**src/rtl/muller_pipe_tx_bridge_if.sv**
```systemverilog
// Stream-in / 4-phase-out signal bundle for the Muller pipeline transmit bridge.
// master = bridge side, slave = upstream producer plus async Muller stage.
interface muller_pipe_tx_bridge_if #(
   parameter int WIDTH = 8,
   parameter int DEPTH = 4
);
   logic [WIDTH-1:0]         in_data;
   logic                     in_valid;
   logic                     in_ready;
   logic [WIDTH-1:0]         data_out;
   logic                     req;
   logic                     ack;
   logic [$clog2(DEPTH):0]   count;
   logic                     busy;

   modport master (
      input  in_data, in_valid, ack,
      output in_ready, data_out, req, count, busy
   );

   modport slave (
      output in_data, in_valid, ack,
      input  in_ready, data_out, req, count, busy
   );
endinterface

```
**src/rtl/muller_pipe_tx_bridge.sv**
```systemverilog
// Buffers a valid/ready word stream in a small FIFO and launches each word into a
// Muller C-element pipeline with a return-to-zero req/ack handshake.
module muller_pipe_tx_bridge #(
   parameter int WIDTH       = 8,
   parameter int DEPTH       = 4,
   parameter int SYNC_STAGES = 2
) (
   input  logic                   clk,
   input  logic                   rst,
   muller_pipe_tx_bridge_if.master bus
);
   localparam int PTR_W = $clog2(DEPTH);
   localparam int CNT_W = PTR_W + 1;

   typedef enum logic [1:0] {IDLE, SETUP, REQ_HI, REQ_LO} state_t;

   state_t             state_reg, state_next;
   logic [PTR_W-1:0]   wr_ptr_reg, rd_ptr_reg;
   logic [CNT_W-1:0]   count_reg, count_next;
   logic [WIDTH-1:0]   mem [DEPTH];
   logic [WIDTH-1:0]   data_out_reg;
   logic               req_reg, req_next;
   logic               ack_sync_reg [SYNC_STAGES];
   logic               ack_s;
   logic               in_ready;
   logic               push;
   logic               pop;

   // ack comes from an asynchronous C-element: only the last synchronizer flop is trusted
   always_ff @(posedge clk) begin
      if (rst) ack_sync_reg[0] <= 1'b0;
      else     ack_sync_reg[0] <= bus.ack;
   end

   generate
      for (genvar gi = 1; gi < SYNC_STAGES; gi++) begin : g_ack_sync
         always_ff @(posedge clk) begin
            if (rst) ack_sync_reg[gi] <= 1'b0;
            else     ack_sync_reg[gi] <= ack_sync_reg[gi-1];
         end
      end
   endgenerate

   assign ack_s    = ack_sync_reg[SYNC_STAGES-1];
   assign in_ready = !rst && (count_reg < CNT_W'(DEPTH));
   assign push     = bus.in_valid && in_ready;

   always_ff @(posedge clk) begin
      if (push) mem[wr_ptr_reg] <= bus.in_data;
   end

   always_comb begin
      state_next = state_reg;
      req_next   = req_reg;
      pop        = 1'b0;
      case (state_reg)
         IDLE: begin
            if (count_reg != '0) begin
               pop        = 1'b1;
               state_next = SETUP;
            end
         end
         // one idle cycle lets data_out settle before req can fire the C-element
         SETUP: begin
            req_next   = 1'b1;
            state_next = REQ_HI;
         end
         REQ_HI: begin
            if (ack_s) begin
               req_next   = 1'b0;
               state_next = REQ_LO;
            end
         end
         REQ_LO: begin
            if (!ack_s) state_next = IDLE;
         end
         default: state_next = IDLE;
      endcase
   end

   always_comb begin
      count_next = count_reg;
      case ({push, pop})
         2'b10:   count_next = count_reg + CNT_W'(1);
         2'b01:   count_next = count_reg - CNT_W'(1);
         default: count_next = count_reg;
      endcase
   end

   always_ff @(posedge clk) begin
      if (rst) begin
         state_reg    <= IDLE;
         req_reg      <= 1'b0;
         data_out_reg <= '0;
         count_reg    <= '0;
         wr_ptr_reg   <= '0;
         rd_ptr_reg   <= '0;
      end else begin
         state_reg <= state_next;
         req_reg   <= req_next;
         count_reg <= count_next;
         if (push) wr_ptr_reg <= wr_ptr_reg + PTR_W'(1);
         if (pop) begin
            data_out_reg <= mem[rd_ptr_reg];
            rd_ptr_reg   <= rd_ptr_reg + PTR_W'(1);
         end
      end
   end

   assign bus.in_ready = in_ready;
   assign bus.data_out = data_out_reg;
   assign bus.req      = req_reg;
   assign bus.count    = count_reg;
   assign bus.busy     = (count_reg != '0) || (state_reg != IDLE);
endmodule

```
**src/flat_wrapper.sv**
```systemverilog
// flat-port wrapper written by rule: the top's interface ports become plain ports
module muller_pipe_tx_bridge_flat 
#(
   parameter int WIDTH       = 8,
   parameter int DEPTH       = 4,
   parameter int SYNC_STAGES = 2
)
  (clk, rst, bus_in_data, bus_in_valid, bus_ack, bus_in_ready, bus_data_out, bus_req, bus_count, bus_busy);
  muller_pipe_tx_bridge_if #(.WIDTH(WIDTH), .DEPTH(DEPTH)) bus_i ();
  input  logic clk;
  input  logic rst;
  input wire logic [$bits(bus_i.in_data)-1:0] bus_in_data;
  input wire logic [$bits(bus_i.in_valid)-1:0] bus_in_valid;
  input wire logic [$bits(bus_i.ack)-1:0] bus_ack;
  output wire logic [$bits(bus_i.in_ready)-1:0] bus_in_ready;
  output wire logic [$bits(bus_i.data_out)-1:0] bus_data_out;
  output wire logic [$bits(bus_i.req)-1:0] bus_req;
  output wire logic [$bits(bus_i.count)-1:0] bus_count;
  output wire logic [$bits(bus_i.busy)-1:0] bus_busy;
  assign bus_i.in_data = bus_in_data;
  assign bus_i.in_valid = bus_in_valid;
  assign bus_i.ack = bus_ack;
  assign bus_in_ready = bus_i.in_ready;
  assign bus_data_out = bus_i.data_out;
  assign bus_req = bus_i.req;
  assign bus_count = bus_i.count;
  assign bus_busy = bus_i.busy;
  muller_pipe_tx_bridge #(.WIDTH(WIDTH), .DEPTH(DEPTH), .SYNC_STAGES(SYNC_STAGES)) u_core (.clk(clk), .rst(rst), .bus(bus_i));
endmodule
```
**config.mk**
```make
export PLATFORM = sky130hd
export DESIGN_NAME = muller_pipe_tx_bridge_flat
export DESIGN_NICKNAME = d
export VERILOG_FILES = /design/src/rtl/muller_pipe_tx_bridge_if.sv /design/src/rtl/muller_pipe_tx_bridge.sv /design/src/flat_wrapper.sv
export SDC_FILE = /design/constraint.sdc
export NUM_CORES = 1
export LEC_CHECK = 0
export CAP_MARGIN = 15
export CORE_ASPECT_RATIO = 0.9
export CORE_UTILIZATION = 58
export CTS_BUF_LIST = sky130_fd_sc_hd__clkbuf_4 sky130_fd_sc_hd__clkbuf_8 sky130_fd_sc_hd__clkbuf_16
export DETAILED_ROUTE_END_ITERATION = 16
export PLACE_DENSITY = 0.85
export SYNTH_ARGS = -nofsm -noshare
export SYNTH_HDL_FRONTEND = slang
export SYNTH_SLANG_ARGS = --single-unit
```
**constraint.sdc**
```tcl
create_clock -name clk -period 4.5 [get_ports clk]
set_clock_uncertainty 0.1 [all_clocks]
set_input_delay 0.45 -clock clk [delete_from_list [all_inputs] [get_ports clk]]
set_output_delay 0.45 -clock clk [all_outputs]
set_load 0.01 [all_outputs]
```
==> impl_metrics.tcl <==
set metrics [dict create \
    dpl.hpwl_mm 2.51 \
    rows 20 \
    ys.flop_type "edfxtp_1" \
    routed_wl_mm 3.50 \
    synth_warnings 0 \
    dieHeight_um 58.9 \
    ir_worst_vdd_uv 361 \
    syn_nets 171 \
    status "complete, no violations" \
    grt_use_total_pct 21.5 \
    grt_pass1_vias 1259 \
    setup_tns_ps 0 \
    cp_max_fo 22 \
    timing.slew.headroom_pct 51.8 \
    layout.cells.non_filler 222 \
    min_period_over_period_pct 64.6 \
    cts_tree "built" \
    hold_slack_ps 352 \
    grt_max_degree 23 \
    final.min_clock_period_ps 2910 \
    seq_area_frac_synth_pct 65.3 \
    powerDensity_mw_per_mm2 591 \
    route.detailed.drc 0 \
    root_buffer "clkbuf_8" \
    initial_core_util_pct 61.3 \
    crit_start "rst" \
    p_leak_nw 0.860 \
    synth_top_area_share_pct 46.1 \
    synth_edf_count 32 \
    ys_top_cells_by_area "edfxtp_1 46%, dfxtp_1 19%, mux4_2 8.6%, ha_1 5.4%, nand2_1 3.4%" \
    diodes 0 \
    htree_num_levels 2 \
    largest_reg_flops 32 \
    clk_latency_ps 300 \
    clock-sinks 52 \
    viasPerCell 5.51 \
    routabilityCongestion 0.706 \
    hold_viol 0 \
    synthCells 149 \
    hold_buffers 0 \
    r2r_end "u_core.bus.count[2]$_SDFFE_PP0P_" \
    reg2regPathDepth 11 \
    io_pins 26 \
    die_x_um 65.2 \
    tightestPinTransition_ps 721 \
    syn-mean-instance-area_um2 14.0 \
    end_kind "register" \
    hp-class "reg2reg" \
    ff2ff_setup_slack_ps 1820 \
    rsz0062_at_grt "no" \
    grt_overflow 0 \
    fmax_ghz 0.344 \
    area_growth_pct 18.5 \
    crit_required_ps 4620 \
    yosys_register_bits 52 \
    synth_cell_type_count 28 \
    drt_iter0_drc 48 \
    cts_buffers 5 \
    async_flop_share_pct 0 \
    clk_pin_slew_ps 80 \
    finalMaxSlewViolations 0 \
    r2r-start "u_core.state_reg[0]$_SDFFE_PP0P_" \
    nets 199 \
    cts_resized 0 \
    drt-pass1-iter-count 4 \
    io_buffer_count 25 \
    yosys.area.top_type "edfxtp_1" \
    dieArea_mm2 0.00384 \
    drive_gt1_share_pct 11.8 \
    critPathArrivalTime_ps 3020 \
    grt_pass1_wl_mm 5.74 \
    routedWlPerCell_um 15.8 \
    cts_buffer_depth 2 \
    cp-start-kind "primary input" \
    max_cap_violations 0 \
    dp.cells 214 \
    drtAntennaViolNets 0 \
    worstSetupPathType "in2reg" \
    vias 1223 \
    syn_area_mm2 0.00209 \
    coreArea_mm2 0.00340 \
    postCtsSetupRepairBufs 0 \
    setup_violations 0 \
    antenna_found_initial 0 \
    endpoint "u_core.bus.count[2]$_SDFFE_PP0P_" \
]
==> through the flow <==
step | util, % | total power [W] | setup slack (ps) | area, um^2
floorplan | - | 0.00100 | 2130 | 2090
global placement | 69.9 | 0.00117 | 1390 | 2380
detailed placement | 69.9 | 0.00120 | 1270 | 2380
CTS | 72.6 | 0.00147 | 1580 | 2470
global route | 72.6 | 0.00155 | 1400 | 2470
finish | 72.6 | 0.00146 | 1590 | 2470
==> final cells by class <==
class	instances	area, um^2
Sequential cell	52	1360
Inverter	10	37.5
Timing Repair Buffer	26	258
Clock inverter	1	3.75
Multi-Input combinational cell	82	666
Clock buffer	7	90.1
Tap cell	44	55.1
Fill cell	231	932
==> cells in the final DEF (no fill, tap or decap), types with 2 or more instances in the layout <==
master,instances
a21oi_1,12
and2_1,4
clkbuf_8,6
clkdlybuf4s50_1,25
dfxtp_1,20
edfxtp_1,32
ha_1,9
inv_1,9
mux4_2,8
nand2_1,19
nor2_1,8
nor2b_1,3
o21ai_0,2
o31ai_1,2
xnor2_1,2
xor2_1,2
==> power by group <==
part	leakage, nW	switching (W)	internal (W)
Sequential	0.454	0.0000763	0.000582
Combinational	0.356	0.000253	0.000283
Clock	0.0493	0.000137	0.000129
==> cells in the mapped netlist (3+ instances only) <==
master / number
edfxtp_1: 32
inv_1: 9
nor2b_1: 3
nor2_1: 8
mux4_2: 8
ha_1: 9
nand2_1: 19
clkbuf_1: 3
dfxtp_1: 20
a21oi_1: 12
and2_1: 4
==> layer usage <==
metal / track usage, % / routed length, um / up-vias
met5: 0 / 0 / -
met4: 14.6 / 118 / 0
met1: 24.3 / 1520 / 598
met2: 36.4 / 1740 / 30
met3: 5.04 / 125 / 12
li1: - / - / 583
==> logic make-up after synthesis <==
family | count (synthesis) | synth area share [%]
buf+inv | 15 | 2.82
simple gates | 41 | 9.96
flops | 52 | 65.3
xor+xnor | 4 | 1.68
fa+ha+maj | 10 | 6.36
mux | 8 | 8.64
compound gates | 19 | 5.28
==> worst min-delay path by stage <==
stage,from,endpoint,slack (ps),depth (start not counted)
2_1_floorplan,u_core.ack_sync_reg[0]$_SDFF_PP0_,u_core.ack_sync_reg[1]$_SDFF_PP0_,310,1
3_3_place_gp,u_core.ack_sync_reg[0]$_SDFF_PP0_,u_core.ack_sync_reg[1]$_SDFF_PP0_,330,1
3_5_place_dp,u_core.ack_sync_reg[0]$_SDFF_PP0_,u_core.ack_sync_reg[1]$_SDFF_PP0_,350,1
4_1_cts,u_core.bus.data_out[3]$_SDFFE_PP0P_,u_core.bus.data_out[3]$_SDFFE_PP0P_,360,2
5_1_grt,u_core.ack_sync_reg[0]$_SDFF_PP0_,u_core.ack_sync_reg[1]$_SDFF_PP0_,380,1
6_report,u_core.ack_sync_reg[0]$_SDFF_PP0_,u_core.ack_sync_reg[1]$_SDFF_PP0_,350,1
==> worst max-delay path: stages <==
cell and delay (ps):
clkdlybuf4s50_1 940, nor3b_2 200, inv_1 100, ha_1 180, inv_1 70, fa_1 370, xor2_1 160, or3_2 400
a21oi_1 160
Power figures use the tool's default switching activity.
